<file path="src/rtl/dma_pkg.sv">
// Shared definitions for the DMA burst controller: opcode constants, FSM state
// encoding and the START-opcode helper.
package dma_pkg;

  localparam int unsigned OpcodeW = 3;

  localparam logic [OpcodeW-1:0] OpNop       = 3'd0;
  localparam logic [OpcodeW-1:0] OpFetchBase = 3'd1;
  localparam logic [OpcodeW-1:0] OpMax       = 3'd7;

  typedef enum logic [1:0] {
    StIdle,
    StXfer,
    StDone
  } dma_state_e;

  // START sits directly above the last fetch opcode.
  function automatic logic [OpcodeW-1:0] start_opcode(input int unsigned num_ch);
    return OpcodeW'(num_ch + 1);
  endfunction

endpackage

</file>
<file path="src/rtl/dma_cmd_decode.sv">
// Combinational opcode decoder: one-hot fetch channel plus START / illegal / NOP flags.
module dma_cmd_decode
  import dma_pkg::*;
#(
  parameter int unsigned NUM_CH = 3
) (
  input  logic [OpcodeW-1:0] opcode,
  output logic [NUM_CH-1:0]  ch_onehot,
  output logic               is_start,
  output logic               is_illegal,
  output logic               is_nop
);

  logic [OpcodeW-1:0] start_op;
  assign start_op = start_opcode(NUM_CH);

  // Map opcodes 1..NUM_CH onto channel bits 0..NUM_CH-1.
  always_comb begin
    ch_onehot = '0;
    for (int i = 0; i < int'(NUM_CH); i++) begin
      ch_onehot[i] = (opcode == OpcodeW'(i + int'(OpFetchBase)));
    end
  end

  // Everything above START up to OpMax is illegal.
  always_comb begin
    is_nop     = (opcode == OpNop);
    is_start   = (opcode == start_op);
    is_illegal = (opcode > start_op) && (opcode <= OpMax);
  end

endmodule

</file>
<file path="src/rtl/dma_burst_ctrl.sv">
// DMA burst controller: accepts host command bytes, runs address bursts on one of
// NUM_CH fetch channels and pulses start/err/done. All outputs are registered.
// Optional feature macro DMA_BURST_EN: when defined, a fetch runs len_in+1 beats;
// when undefined, every fetch is a single beat and no length counter exists.
module dma_burst_ctrl
  import dma_pkg::*;
#(
  parameter int unsigned NUM_CH = 3,
  parameter int unsigned ADDR_W = 4,
  parameter int unsigned LEN_W  = 4
) (
  input  logic              clk,
  input  logic              rst_n,
  input  logic [7:0]        uio_in,
  input  logic [LEN_W-1:0]  len_in,
  input  logic              cmd_valid,
  output logic              cmd_ready,
  input  logic              mem_ready,
  output logic [NUM_CH-1:0] fetch,
  output logic              dma_valid,
  output logic [ADDR_W-1:0] dma_address,
  output logic              start,
  output logic              busy,
  output logic              done,
  output logic              err
);

  dma_state_e        state_q, state_d;
  logic [ADDR_W-1:0] addr_q, addr_d;
  logic [NUM_CH-1:0] ch_q, ch_d;
  logic              start_q, start_d;
  logic              err_q, err_d;
  logic              valid_q, valid_d;
  logic              done_q, done_d;
  logic              ready_q, ready_d;
  logic              last_beat;

  logic [NUM_CH-1:0] dec_ch;
  logic              dec_is_start;
  logic              dec_is_illegal;
  logic              dec_is_nop;

  dma_cmd_decode #(
    .NUM_CH (NUM_CH)
  ) u_cmd_decode (
    .opcode     (uio_in[7:5]),
    .ch_onehot  (dec_ch),
    .is_start   (dec_is_start),
    .is_illegal (dec_is_illegal),
    .is_nop     (dec_is_nop)
  );

`ifdef DMA_BURST_EN
  // Remaining beats minus one; zero means the current beat is the last.
  logic [LEN_W-1:0] cnt_q, cnt_d;
  assign last_beat = (cnt_q == '0);

  // NOP needs no action; high uio_in bits above the address are don't-care.
  logic unused_in;
  assign unused_in = ^{uio_in, dec_is_nop};
`else
  assign last_beat = 1'b1;

  // Length is meaningless without bursts; NOP and upper address bits are don't-care.
  logic unused_in;
  assign unused_in = ^{uio_in, len_in, dec_is_nop};
`endif

  // Next-state logic: command acceptance in IDLE, beat stepping in XFER.
  always_comb begin
    state_d = state_q;
    addr_d  = addr_q;
    ch_d    = ch_q;
    start_d = 1'b0;
    err_d   = 1'b0;
`ifdef DMA_BURST_EN
    cnt_d   = cnt_q;
`endif
    unique case (state_q)
      StIdle: begin
        if (cmd_valid) begin
          if (dec_is_start) begin
            start_d = 1'b1;
          end else if (dec_is_illegal) begin
            err_d = 1'b1;
          end else if (|dec_ch) begin
            state_d = StXfer;
            addr_d  = uio_in[ADDR_W-1:0];
            ch_d    = dec_ch;
`ifdef DMA_BURST_EN
            cnt_d   = len_in;
`endif
          end
        end
      end
      StXfer: begin
        if (mem_ready) begin
          if (last_beat) begin
            state_d = StDone;
            addr_d  = '0;
            ch_d    = '0;
          end else begin
            addr_d = addr_q + ADDR_W'(1);
`ifdef DMA_BURST_EN
            cnt_d  = cnt_q - LEN_W'(1);
`endif
          end
        end
      end
      StDone: begin
        state_d = StIdle;
      end
      default: begin
        state_d = StIdle;
        addr_d  = '0;
        ch_d    = '0;
      end
    endcase
  end

  // Status outputs are registered from the upcoming state.
  always_comb begin
    valid_d = (state_d == StXfer);
    done_d  = (state_d == StDone);
    ready_d = (state_d == StIdle);
  end

  // Single state register with synchronous active-low reset.
  always_ff @(posedge clk) begin
    if (!rst_n) begin
      state_q <= StIdle;
      addr_q  <= '0;
      ch_q    <= '0;
      start_q <= 1'b0;
      err_q   <= 1'b0;
      valid_q <= 1'b0;
      done_q  <= 1'b0;
      ready_q <= 1'b1;
`ifdef DMA_BURST_EN
      cnt_q   <= '0;
`endif
    end else begin
      state_q <= state_d;
      addr_q  <= addr_d;
      ch_q    <= ch_d;
      start_q <= start_d;
      err_q   <= err_d;
      valid_q <= valid_d;
      done_q  <= done_d;
      ready_q <= ready_d;
`ifdef DMA_BURST_EN
      cnt_q   <= cnt_d;
`endif
    end
  end

  assign cmd_ready   = ready_q;
  assign fetch       = ch_q;
  assign dma_valid   = valid_q;
  assign dma_address = addr_q;
  assign start       = start_q;
  assign busy        = valid_q;
  assign done        = done_q;
  assign err         = err_q;

endmodule

</file>
<file path="config.mk">
export PLATFORM = sky130hd
export DESIGN_NAME = dma_burst_ctrl
export DESIGN_NICKNAME = d
export VERILOG_FILES = /design/src/rtl/dma_pkg.sv /design/src/rtl/dma_cmd_decode.sv /design/src/rtl/dma_burst_ctrl.sv
export SDC_FILE = /design/constraint.sdc
export NUM_CORES = 1
export LEC_CHECK = 0
export BUFFER_PORTS_ARGS = -buffer_cell sky130_fd_sc_hd__buf_2
export CAP_MARGIN = 30
export CELL_PAD_IN_SITES_DETAIL_PLACEMENT = 1
export CELL_PAD_IN_SITES_GLOBAL_PLACEMENT = 2
export CORE_ASPECT_RATIO = 0.6
export CORE_MARGIN = 1.5
export CORE_UTILIZATION = 29
export CTS_BUF_LIST = sky130_fd_sc_hd__clkbuf_4
export DETAILED_ROUTE_END_ITERATION = 10
export PLACE_DENSITY_LB_ADDON = 0.15
export SYNTH_ARGS = -nofsm -noshare
export SYNTH_HDL_FRONTEND = slang
export SYNTH_HIERARCHICAL = 1
export SYNTH_SLANG_ARGS = --single-unit
</file>
<file path="constraint.sdc">
create_clock -name clk -period 1.9 [get_ports clk]
set_input_delay 0.285 -clock clk [delete_from_list [all_inputs] [get_ports clk]]
set_output_delay 0.285 -clock clk [all_outputs]
set_load 0.01 [all_outputs]
</file>
* Word level (Yosys, flattened, before mapping) *
Cells that the tools add are included.

storage, ports and cells
  output and inout port bits = 13
  register bits after elaboration = 14
  word-level logic and storage cells = 54

cells by class
  multiplexer cells = 20
  reductions and logical operators = 7
  equal/unequal tests = 13
  bitwise gates (word level) = 4
  $lt $le $gt $ge = 2

operator list
  cell                                                  number
  2-to-1 mux 4 bit                                      5
  2-to-1 mux 3 bit                                      5
  case mux 4 bit (3 select lines)                       1
  2-to-1 mux 2 bit                                      5
  inequality test 2 bit, second input constant          5
  case mux 3 bit (3 select lines)                       1
  equality test 3 x 2 -> 1 bit, second input constant   2
  AND reduction 6 bit                                   1
  equality test 2 x 1 -> 1 bit, second input constant   2
  equality test 2 bit, second input constant            2
  logical NOT 2 bit                                     2
  NOT 1 bit                                             4
  case mux 2 bit (2 select lines)                       1
  OR reduction 4 bit                                    1
  equality test 3 x 1 -> 1 bit, second input constant   1
  equality test 3 bit, second input constant            1
  greater-than comparator 3 bit, second input constant  1
  <= comparator 3 bit, second input constant            1
  AND reduction 3 bit                                   1
  OR reduction 3 bit                                    1
  2-to-1 mux 1 bit                                      2
  logical AND 1 bit                                     1

* Longest topological paths before layout *
  word-level depth = 8
  gate-level depth with buffers = 5

* Cells and area by module *
Netlist, hierarchy kept.

by module, submodules not included
  module          area an instance (sq um)  instances  cells an instance
  dma_burst_ctrl  609.3                     1          65
  dma_cmd_decode  45.0                      1          6

* Worst setup path before layout *
OpenSTA, ideal clock, no wires.

  kind = input -> register
  start = in uio_in[5]
  end = reg addr_q[0], in the netlist dma_address[0]
  cell stages on the path = 5
  data arrival time = 1179 ps
  path buffers = 1
  required time = 1774 ps
  setup slack = 595 ps
  cell sequence = o21a_1 or3_1 buf_2 o211ai_1 nand3_1

on the way
  longest elaborated chain between the ends = 4
  elaborated cells between the ends (all ways) = 12
  those cells by class = 2 x order compare; 7 x eq/ne; 3 x reduce/logical

RTL lines
  item                                                         RTL line                                    source
  start: declaration                                           dma_burst_ctrl.sv:14                        input logic [7:0] uio_in,
  greater-than comparator 3 bit, or another cell as far along  dma_cmd_decode.sv:29                        is_illegal = (opcode > start_op) && (opcode <= OpMax);
  logical AND 1 bit or OR reduction 3 bit (tied branches)      dma_cmd_decode.sv:29, dma_burst_ctrl.sv:86
  inequality test 2 bit (no source line)                       -
  AND reduction 6 bit (no source line) (*)                     -
  end signal: assignment                                       dma_burst_ctrl.sv:144                       addr_q <= addr_d;
  end: declaration                                             dma_burst_ctrl.sv:29                        logic [ADDR_W-1:0] addr_q, addr_d;

Every way passes the cells marked *; elsewhere a longest branch is shown, timed or not.
A chain may end at the register's enable or synchronous reset.

* Worst setup path in the final report *
  start = reg state_q[1]
  end = reg ch_q[1], in the netlist fetch[1]

on the way
  longest elaborated chain between the ends = 3
  elaborated cells between the ends (all ways) = 11
  those cells by class = 7 x eq/ne; 1 x mux; 1 x bitwise; 2 x reduce/logical

RTL lines
  item                                                                 RTL line               source
  start: declaration                                                   dma_burst_ctrl.sv:28   dma_state_e state_q, state_d;
  start signal: assignment                                             dma_burst_ctrl.sv:131  state_q <= StIdle;
  start signal: assignment                                             dma_burst_ctrl.sv:143  state_q <= state_d;
  equality test 2 x 1 -> 1 bit, or another cell as far along           dma_burst_ctrl.sv:79   unique case (state_q)
  inequality test 2 bit (no source line) or NOT 1 bit (tied branches)  -
  AND reduction 6 bit (no source line)                                 -
  end signal: assignment                                               dma_burst_ctrl.sv:145  ch_q <= ch_d;
  end: declaration                                                     dma_burst_ctrl.sv:30   logic [NUM_CH-1:0] ch_q, ch_d;

Several ways; a longest one is shown, not always the timed one.

==> summary.md <==
| Metric | Value |
|---|---|
| Status | completed |
| # diodes | 0 |
| Clk sinks | 14 |
| Initial Utilization | 30.2% |
| Max stage delay on crit path | 0.53 ns |
| Pin count of the biggest net entering global routing | 13 |
| CTS tree | yes |
| Initial antenna violation count | 0 |
| Pleak | 0.388 nW |
| RR Endpoint | fetch[1] |
| Gpl congestion | 0.672 |
| Worst path slowest cell | or3_1 |
| First-pass GRT wire length | 2560 um |
| Arr. time, crit path | 1.48 ns |
| TNS Setup | 0 ns |
| Vias post-DR | 641 |
| Comb pwr share | 17.8% |
| Die Wd | 64.1 um |
| Fill cells | 262 |
| Htree depth | 1 |
| DRC viols | 0 |
| CTS buffer count | 3 |
| TritonRoute pass-1 iters | 4 |
| Cells after synthesis | 70 |
| Max-slew headroom | 66.8% |
| Tcrit/Tclk final | 69.5% |
| NumNets Final | 114 |
| DR iter-0 viols | 5 |
| HP Class | input port to flop |
| Final count of pins violating max slew | 0 |
| Clk root buf | clkbuf_4 |
| Height of the die | 39.7 um |
| CORE AREA | 2150 um^2 |
| Max Cap Viol | 0 |
| Detail Route Antenna Nets | 0 |
| WP data required | 2.06 ns |
| Post-Syn Area | 649 um^2 |
| Launch point of the worst reg-to-reg path | state_q[1] |
| Vias in the first global route | 553 |
| GRT Total Usage | 14.2% |
| Crit-path cells | or3_1 > o211ai_1 > nand3_1 |
| Syn nets | 86 |
| Worst Tran Pin Value | 0.497 ns |
| FF+latch area | 280 um^2 |
| Skew-Pair Late Insertion Delay | 0.29 ns |
| Sw Share | 28.8% |
| Die area | 2540 um^2 |
| Rows | 13 |
| Ys Warns | 6 |
| IO Port Bufs | 23 |
| Critical path startpoint | state_q[1] |
| Final core occ | 39.2% |
| Psw | 0.173 mW |
| Vias per std cell | 5.05 |
| Avg Synthesized Cell Area | 9.28 um^2 |
| Layout cells sized above 1 | 38.1% |
| Internal Power | 0.428 mW |
| Multi-input logic area | 340 um^2 |
| Fmax | 757 MHz |
| CTS clk-pin slew, worst paths | 0.10 ns |
| Resized cells post-CTS | 0 |
| Setup crit start kind | flop |
| Global route total overflow | 0 |
| Critical path fanouts, max | 8 |
| Critical Path End | fetch[1] |
| Crit path kind | flop to flop |
| Post-DP HPWL | 1290 um |
| Final WL | 1710 um |
| Final clock skew | 0.0132 ns |
| Quantity of hold-fixing buffers added after cts | 0 |
| Power Density | 716 nW/um^2 |
| Routed length per instance | 13.5 um |
| Syn-to-layout area delta | 29.5% |
| Setup violators final | 0 |
| R2R Setup Slk | 0.58 ns |
| Sequential Power Share | 52.3% |
| Clock power frac | 29.9% |
| CP Capture Type | flop |
| VDD IR max | 0.287 mV |
| Post-CTS Setup Repair Bufs | 0 |
| Worst reg2reg path depth | 3 |
| Clk buf depth | 2 |
| Top Ports | 29 |
| Minimum clock period | 1.32 ns |
| Hold Fails Final Rpt | 0 |
| RSZ-0062 raised after global routing | no |
worst min-delay path by stage:
stage                   start        endpoint  slack, ns  depth (start not counted)
2_1_floorplan       mem_ready            done       0.44                          1
3_3_place_gp   dma_address[2]  dma_address[2]       0.48                          2
3_5_place_dp   dma_address[2]  dma_address[2]       0.50                          2
4_1_cts             uio_in[2]  dma_address[2]       0.25                          3
5_1_grt             uio_in[2]  dma_address[2]       0.26                          3
6_report            uio_in[0]  dma_address[0]       0.25                          3
state kept, by name, indices dropped and copies added, names as in the netlist:
signal,flops
cmd_ready,1
fetch,3
dma_address,4
state_q,2
err,1
busy,1
done,1
start,1
cells in the final DEF, fill, tap and decap left out, types with 3 or more instances in the layout:
| cell type | instances |
|---|---|
| and3_1 | 3 |
| buf_2 | 23 |
| buf_4 | 5 |
| clkbuf_4 | 3 |
| dfxtp_1 | 14 |
| nand3_1 | 17 |
| nand4_1 | 4 |
| nor3b_1 | 3 |
| o211ai_1 | 7 |
critical path, delay by kind of cell (launching register included):
kind	cells	cell delay, ns
AND/OR/NAND/NOR	2	0.61
flip-flops	1	0.36
AO/OA/AOI/OAI	1	0.24
final cells by class:
type / instances / area share, %
flip-flops and latches: 14 / 33.3
repair buffers: 28 / 18.2
well taps: 30 / 4.46
multi-input cells: 50 / 40.5
clock buffers: 3 / 2.68
inverters: 1 / 0.446
clock inverters: 1 / 0.446
power groups by stage:
| stage | Sequential [mW] | Clock, mW | Combinational, mW |
|---|---|---|---|
| final | 0.315 | 0.180 | 0.107 |
| after detailed placement | 0.322 | 0 | 0.108 |
| after floorplan | 0.327 | 0 | 0.0548 |
| after global placement | 0.321 | 0 | 0.107 |
| after global routing | 0.317 | 0.207 | 0.117 |
| after CTS | 0.315 | 0.186 | 0.108 |
stage by stage:
step                hold slack [ns]  power (mW)  instances  worst slack (ns)  area (um^2)
floorplan                     0.438       0.382         70             0.595          649
global placement              0.479       0.428        123             0.325          815
detailed placement            0.495       0.430        123             0.309          815
CTS                           0.253       0.609        127             0.580          841
global route                  0.255       0.640        127             0.507          841
finish                        0.250       0.602        127             0.579          841
layer usage:
| layer | part of all wire (%) | track usage (%) |
|---|---|---|
| met4 | 1.2 | 4.79 |
| met1 | 51 | 17.1 |
| met2 | 43 | 24.2 |
| met5 | 0 | 0 |
| met3 | 4.7 | 5.17 |
(Power assumes the default switching activity.)
